**config.mk**
```make
export PLATFORM = sky130hd
export DESIGN_NAME = sio_bus_master
export DESIGN_NICKNAME = d
export VERILOG_FILES = /design/src/rtl/sio_bus_pkg.sv /design/src/rtl/sio_irq_sync.sv /design/src/rtl/sio_bus_master.sv
export SDC_FILE = /design/constraint.sdc
export NUM_CORES = 1
export LEC_CHECK = 0
export BUFFER_PORTS_ARGS = -buffer_cell sky130_fd_sc_hd__buf_4
export CAP_MARGIN = 20
export CELL_PAD_IN_SITES_DETAIL_PLACEMENT = 1
export CELL_PAD_IN_SITES_GLOBAL_PLACEMENT = 1
export CORE_MARGIN = 3
export CORE_UTILIZATION = 31
export CTS_CLUSTER_DIAMETER = 80
export DETAILED_ROUTE_END_ITERATION = 12
export PLACE_DENSITY = 0.71
export SYNTH_ARGS = -nofsm -noshare
export SYNTH_HDL_FRONTEND = slang
export SYNTH_SLANG_ARGS = --single-unit
```
**constraint.sdc**
```tcl
create_clock -name clk_in -period 1.5 [get_ports clk_in]
set_clock_uncertainty 0.1 [all_clocks]
set_input_delay 0.15 -clock clk_in [delete_from_list [all_inputs] [get_ports clk_in]]
set_output_delay 0.15 -clock clk_in [all_outputs]
set_load 0.1 [all_outputs]
```
**src/rtl/sio_bus_pkg.sv**
```systemverilog
// Shared types and register map for the simpleio bus master.
// No ports; imported by sio_irq_sync and sio_bus_master.
// Holds the master FSM state type and the slave register address constants.
package sio_bus_pkg;

  typedef enum logic [1:0] {
    ST_IDLE   = 2'd0,
    ST_ACCESS = 2'd1,
    ST_WAIT   = 2'd2,
    ST_RESP   = 2'd3
  } state_t;

  // simpleio register map
  localparam logic [3:0] ADDR_LEDS     = 4'h0;
  localparam logic [3:0] ADDR_SEG_HI   = 4'h1;
  localparam logic [3:0] ADDR_SEG_LO   = 4'h2;
  localparam logic [3:0] ADDR_RGB      = 4'h3;
  localparam logic [3:0] ADDR_KEYS     = 4'h4;
  localparam logic [3:0] ADDR_TMR_MODE = 4'h8;
  localparam logic [3:0] ADDR_TMR_PRE0 = 4'h9;
  localparam logic [3:0] ADDR_TMR_PRE1 = 4'hA;
  localparam logic [3:0] ADDR_TMR_PRE2 = 4'hB;
  localparam logic [3:0] ADDR_CLK_MODE = 4'hC;
  localparam logic [3:0] ADDR_CLK_PRE0 = 4'hD;
  localparam logic [3:0] ADDR_CLK_PRE1 = 4'hE;
  localparam logic [3:0] ADDR_CLK_PRE2 = 4'hF;

endpackage

```
**src/rtl/sio_irq_sync.sv**
```systemverilog
// Purpose: 2-flop synchroniser for the async slave irq plus rising-edge detector.
// Latency: irq_level follows irq_async after 2 clocks; irq_rise pulses 1 cycle on the 3rd.
// Backpressure: none; irq_rise is a single-cycle pulse the consumer must latch.
// Ports: clk_in/rst (sync, active-high), irq_async in, irq_level/irq_rise out.
module sio_irq_sync
  import sio_bus_pkg::*;
(
  input  logic clk_in,
  input  logic rst,
  input  logic irq_async,
  output logic irq_level,
  output logic irq_rise
);

  logic sync1_q, sync1_d;
  logic sync2_q, sync2_d;
  logic prev_q, prev_d;

  always_comb begin
    sync1_d = irq_async;
    sync2_d = sync1_q;
    prev_d  = sync2_q;
  end

  always_ff @(posedge clk_in) begin
    if (rst) begin
      sync1_q <= 1'b0;
      sync2_q <= 1'b0;
      prev_q  <= 1'b0;
    end else begin
      sync1_q <= sync1_d;
      sync2_q <= sync2_d;
      prev_q  <= prev_d;
    end
  end

  assign irq_level = sync2_q;
  // A held-high level produces exactly one pulse.
  assign irq_rise  = sync2_q & ~prev_q;

endmodule

```
**src/rtl/sio_bus_master.sv**
```systemverilog
// Purpose: simpleio bus initiator; one cs cycle per command, optional irq status auto-read.
// Latency: write ack 2 cycles after accept, read 2+READ_LAT cycles after accept.
// Backpressure: response held until rsp_ready; cmd_ready low whenever not idle or irq pending.
// Ports: cmd_* command in (valid/ready), rsp_* response out (valid/ready),
//        bus_* to/from the simpleio slave, irq async in, irq_pending synchronised level out.
module sio_bus_master
  import sio_bus_pkg::*;
#(
  parameter int         READ_LAT = 1,
  parameter logic [3:0] IRQ_ADDR = ADDR_TMR_MODE,
  parameter bit         AUTO_IRQ = 1'b1
) (
  input  logic       clk_in,
  input  logic       rst,
  input  logic       cmd_valid,
  output logic       cmd_ready,
  input  logic       cmd_rw,
  input  logic [3:0] cmd_addr,
  input  logic [7:0] cmd_wdata,
  output logic       rsp_valid,
  input  logic       rsp_ready,
  output logic [7:0] rsp_rdata,
  output logic       rsp_write,
  output logic       rsp_irq,
  output logic [3:0] bus_ad,
  output logic [7:0] bus_do,
  input  logic [7:0] bus_di,
  output logic       bus_rw,
  output logic       bus_cs,
  input  logic       irq,
  output logic       irq_pending
);

  localparam logic [2:0] CNT_INIT = 3'(READ_LAT - 1);

  state_t     state_q, state_d;
  logic [3:0] ad_q, ad_d;
  logic [7:0] do_q, do_d;
  logic       rw_q, rw_d;
  logic [2:0] cnt_q, cnt_d;
  logic [7:0] rdata_q, rdata_d;
  logic       write_q, write_d;
  logic       tag_irq_q, tag_irq_d;
  logic       irq_req_q, irq_req_d;
  logic       irq_rise;

  sio_irq_sync u_irq_sync (
    .clk_in    (clk_in),
    .rst       (rst),
    .irq_async (irq),
    .irq_level (irq_pending),
    .irq_rise  (irq_rise)
  );

  always_comb begin
    state_d   = state_q;
    ad_d      = ad_q;
    do_d      = do_q;
    rw_d      = rw_q;
    cnt_d     = cnt_q;
    rdata_d   = rdata_q;
    write_d   = write_q;
    tag_irq_d = tag_irq_q;
    irq_req_d = irq_req_q | irq_rise;

    unique case (state_q)
      ST_IDLE: begin
        // A pending irq beats any command offered in the same cycle.
        if (AUTO_IRQ && irq_req_q) begin
          state_d   = ST_ACCESS;
          ad_d      = IRQ_ADDR;
          rw_d      = 1'b1;
          rdata_d   = 8'h00;
          write_d   = 1'b0;
          tag_irq_d = 1'b1;
          irq_req_d = irq_rise;
        end else if (cmd_valid) begin
          state_d   = ST_ACCESS;
          ad_d      = cmd_addr;
          do_d      = cmd_wdata;
          rw_d      = cmd_rw;
          rdata_d   = 8'h00;
          write_d   = ~cmd_rw;
          tag_irq_d = 1'b0;
        end
      end
      ST_ACCESS: begin
        // rw parks high so the slave never sees a stray write strobe.
        rw_d = 1'b1;
        if (write_q) begin
          state_d = ST_RESP;
        end else begin
          state_d = ST_WAIT;
          cnt_d   = CNT_INIT;
        end
      end
      ST_WAIT: begin
        if (cnt_q == 3'd0) begin
          rdata_d = bus_di;
          state_d = ST_RESP;
        end else begin
          cnt_d = cnt_q - 3'd1;
        end
      end
      ST_RESP: begin
        if (rsp_ready) state_d = ST_IDLE;
      end
      default: state_d = ST_IDLE;
    endcase
  end

  always_ff @(posedge clk_in) begin
    if (rst) begin
      state_q   <= ST_IDLE;
      ad_q      <= 4'h0;
      do_q      <= 8'h00;
      rw_q      <= 1'b1;
      cnt_q     <= 3'd0;
      rdata_q   <= 8'h00;
      write_q   <= 1'b0;
      tag_irq_q <= 1'b0;
      irq_req_q <= 1'b0;
    end else begin
      state_q   <= state_d;
      ad_q      <= ad_d;
      do_q      <= do_d;
      rw_q      <= rw_d;
      cnt_q     <= cnt_d;
      rdata_q   <= rdata_d;
      write_q   <= write_d;
      tag_irq_q <= tag_irq_d;
      irq_req_q <= irq_req_d;
    end
  end

  assign cmd_ready = ~rst & (state_q == ST_IDLE) & (~irq_req_q | ~AUTO_IRQ);
  assign rsp_valid = (state_q == ST_RESP);
  assign rsp_rdata = rdata_q;
  assign rsp_write = write_q;
  assign rsp_irq   = tag_irq_q;
  assign bus_cs    = (state_q == ST_ACCESS);
  assign bus_ad    = ad_q;
  assign bus_do    = do_q;
  assign bus_rw    = rw_q;

endmodule

```
==> summary.txt <==
Routing
  • Average routed wire per standard cell: 15.6 um
  • Via count: ~1400
  • DRT Pass-1 Iters: 4
  • Detailed Route WL: 4.40 mm
  • Remaining DRCs: 0
  • DRT iter0 DRCs: a little over 40
  • Avg Vias per Cell: 5.05
  • Final ANT Viol Nets: 0

Die
  • Num rows: 23
  • Core area: 0.00412 mm2
  • DIE AREA: about 0.0052 mm2
  • Starting density of the core: 0.331
  • Die width: 72.3 um
  • I/O pin cnt: 53
  • Chip height: 72.3 um

Pwr
  • P_leak: just under 1 nW
  • Cell Pwr Density: 2260 mW/mm2
  • Design Power: 5.16 mW
  • Peak VDD IR: approximately 0.00094 V

Placed design
  • DP Area: slightly below 0.002 mm2
  • Placer Congestion: 0.791
  • Detail Placement HPWL: 3.23 mm
  • Port Buffers: 52
  • Cells after DPL: 266

Cells and area
  • Synth-to-layout area growth: 67.1%
  • Nets: 264
  • Layout cells sized above 1: 0.500
  • Final non-filler cell total: 282
  • Final instance area: 0.00228 mm2
  • Most frequent cells in the layout: buf_4, dfxtp_1, a21oi_1, nand2_1, o21ai_0
  • Inserted Diodes: 0
  • Commonest non-fill, non-tap cell in the layout: buf_4

Outcome
  • Failing checks: setup timing
  • Status: finished with violations

Clocking
  • CTS tree: yes
  • H-tree levels: 2
  • CTS root buf: clkbuf_8
  • Clock-pin slew on the worst setup and hold paths: 0.07 ns
  • Longest Clk Path Bufs: 2
  • CTS Buf Count: 5
  • Clock Latency Late Sink: 0.29 ns
  • Clk sinks: 32

Setup path
  • Crit-path cells: inv_4 -> ha_4 -> buf_6 -> nor3b_4 -> buf_12
  • CP Max Fanout: 5
  • Cell family with the largest share of critical-path delay: buffers and inverters
  • Reg2Reg Setup Slack: -0.10 ns
  • Required time worst endpoint: 1.25 ns
  • Crit-path slowest cell: dfxtp_4
  • Critical Path AT: 1.38 ns
  • Crit start category: register
  • Worst Path Buf+Inv: 3
  • Slowest stage delay, CP: 0.36 ns
  • WS Path Type: reg2out
  • Worst Setup End Kind: output port

Synth
  • Number of synthesized register bits: 32
  • Synth warn: 0
  • Cells after synthesis: 154
  • Top cell type's share of synthesized area: 0.470
  • Ys flop type: dfxtp_1
  • Syn nets: 187
  • Top cells by area, synth: dfxtp_1, a21oi_1, ha_1
  • Register area share after synthesis: 0.470
  • Yosys cell types: 32
  • Mapped Area: 0.00136 mm2
  • Synth Area per Inst: 8.86 um2
  • Post-synth EDFFs: 0
  • FFs w/ async S/R, synth: 0
  • Yosys top cell by area: dfxtp_1

STA
  • # setup viols final: 26
  • Least-Margin Pin Slew: 0.360 ns
  • Slew HR: 0.760
  • Final hold vios: 0
  • Tmin final: 1.63 ns
  • Worst Setup Slack, final: -0.131 ns
  • Unrepaired setup endpoints after global routing: yes
  • Max Slew Vio Count: 0
  • WHS: 0.0131 ns
  • FMAX: about 600 MHz
  • Fin crit share: 1.09

Global routing
  • Largest net degree at the start of global routing: 33
  • Initial antenna violation count: 0
  • Vias in the first global route: 1497
  • First-pass GRT wire length: roughly 7.1 mm
  • Gr usage total: 0.175
  • Global route total overflow: 0

Min path
  • Hold Crit Class: in2reg

Run
  • Maxcap violations: 0
## per-stage QoR
stage	worst slack, ns	TNS, ns	utilization
detailed placement	-0.153	-1.65	0.480
global placement	-0.0579	-0.393	0.480
finish	-0.131	-1.85	0.554
CTS	-0.131	-1.44	0.539
floorplan	-0.240	-0.613	-
global route	-0.196	-3.55	0.554
## cell type report
type	count	area, um2
Clock inverter	3	41.3
Sequential cell	32	652
Inverter	5	23.8
Multi-Input combinational cell	109	777
Timing Repair Buffer	78	653
Fill cell	497	1840
Tap cell	50	62.6
Clock buffer	5	68.8
## state kept, by name, indices dropped and copies added, names as in the netlist
signal	flops
irq_req_q	1
bus_ad	4
bus_rw	1
state_q	2
u_irq_sync.sync1_q	1
u_irq_sync.irq_level	1
rsp_rdata	8
u_irq_sync.prev_q	1
cnt_q	3
bus_do	8
rsp_write	1
rsp_irq	1
## path summary, 6_finish.rpt
| path | from | to | cells after the start |
|---|---|---|---|
| setup / recovery | state_q[1]$_SDFFE_PP0P_ | cmd_ready | 5 |
| hold / removal | cmd_wdata[7] | bus_do[7]$_SDFFE_PP0P_ | 3 |
| setup reg to reg | state_q[1]$_SDFFE_PP0P_ | cnt_q[1]$_SDFFE_PP0P_ | 6 |
| hold reg to reg | u_irq_sync.sync1_q$_SDFF_PP0_ | u_irq_sync.irq_level$_SDFF_PP0_ | 1 |
## metal layers
layer  up-vias  share of wire  track usage
met4         0          0.010       0.0522
met5         -              0            0
li1        692              -            -
met1       693           0.40        0.186
met2        32           0.54        0.325
met3         6          0.051       0.0568
## synth_stat cells (2+ instances only)
cell / instances
nand3b_1: 2
clkbuf_1: 3
nand2_1: 18
dfxtp_1: 32
nor2_1: 8
ha_1: 7
or3b_1: 3
a21oi_1: 23
buf_2: 3
o21ai_0: 12
nand2b_1: 4
nand3_1: 8
inv_1: 5
a22oi_1: 4
nor2b_1: 5
## worst min-delay path, stage by stage
cell and delay (ns):
buf_4 0.11, nand2_1 0.05, a21oi_1 0.05
## repair_timing
action                                 4_1_cts  5_1_grt
hold buffers                                 1        0
endpoints found under the hold margin        1        0
resized for setup                           22       14
pin swaps                                   13        9
setup endpoints to repair                   18       29
setup buffers                                5        2
## power breakdown
part / switching, mW / internal, mW / total (mW)
Clock: 0.338 / 0.492 / 0.830
Sequential: 0.118 / 1.04 / 1.16
Combinational: 1.93 / 1.24 / 3.17
Total: 2.38 / 2.77 / 5.16
## cells by family after synthesis
| kind of cell | share of synthesized area |
|---|---|
| AOI/OAI and AO/OA | 0.195 |
| adders and majority gates | 0.0642 |
| buffers and inverters | 0.0440 |
| DFF | 0.470 |
| muxes | 0.00734 |
| and+or+nand+nor | 0.220 |
(Power assumes the default switching activity.)
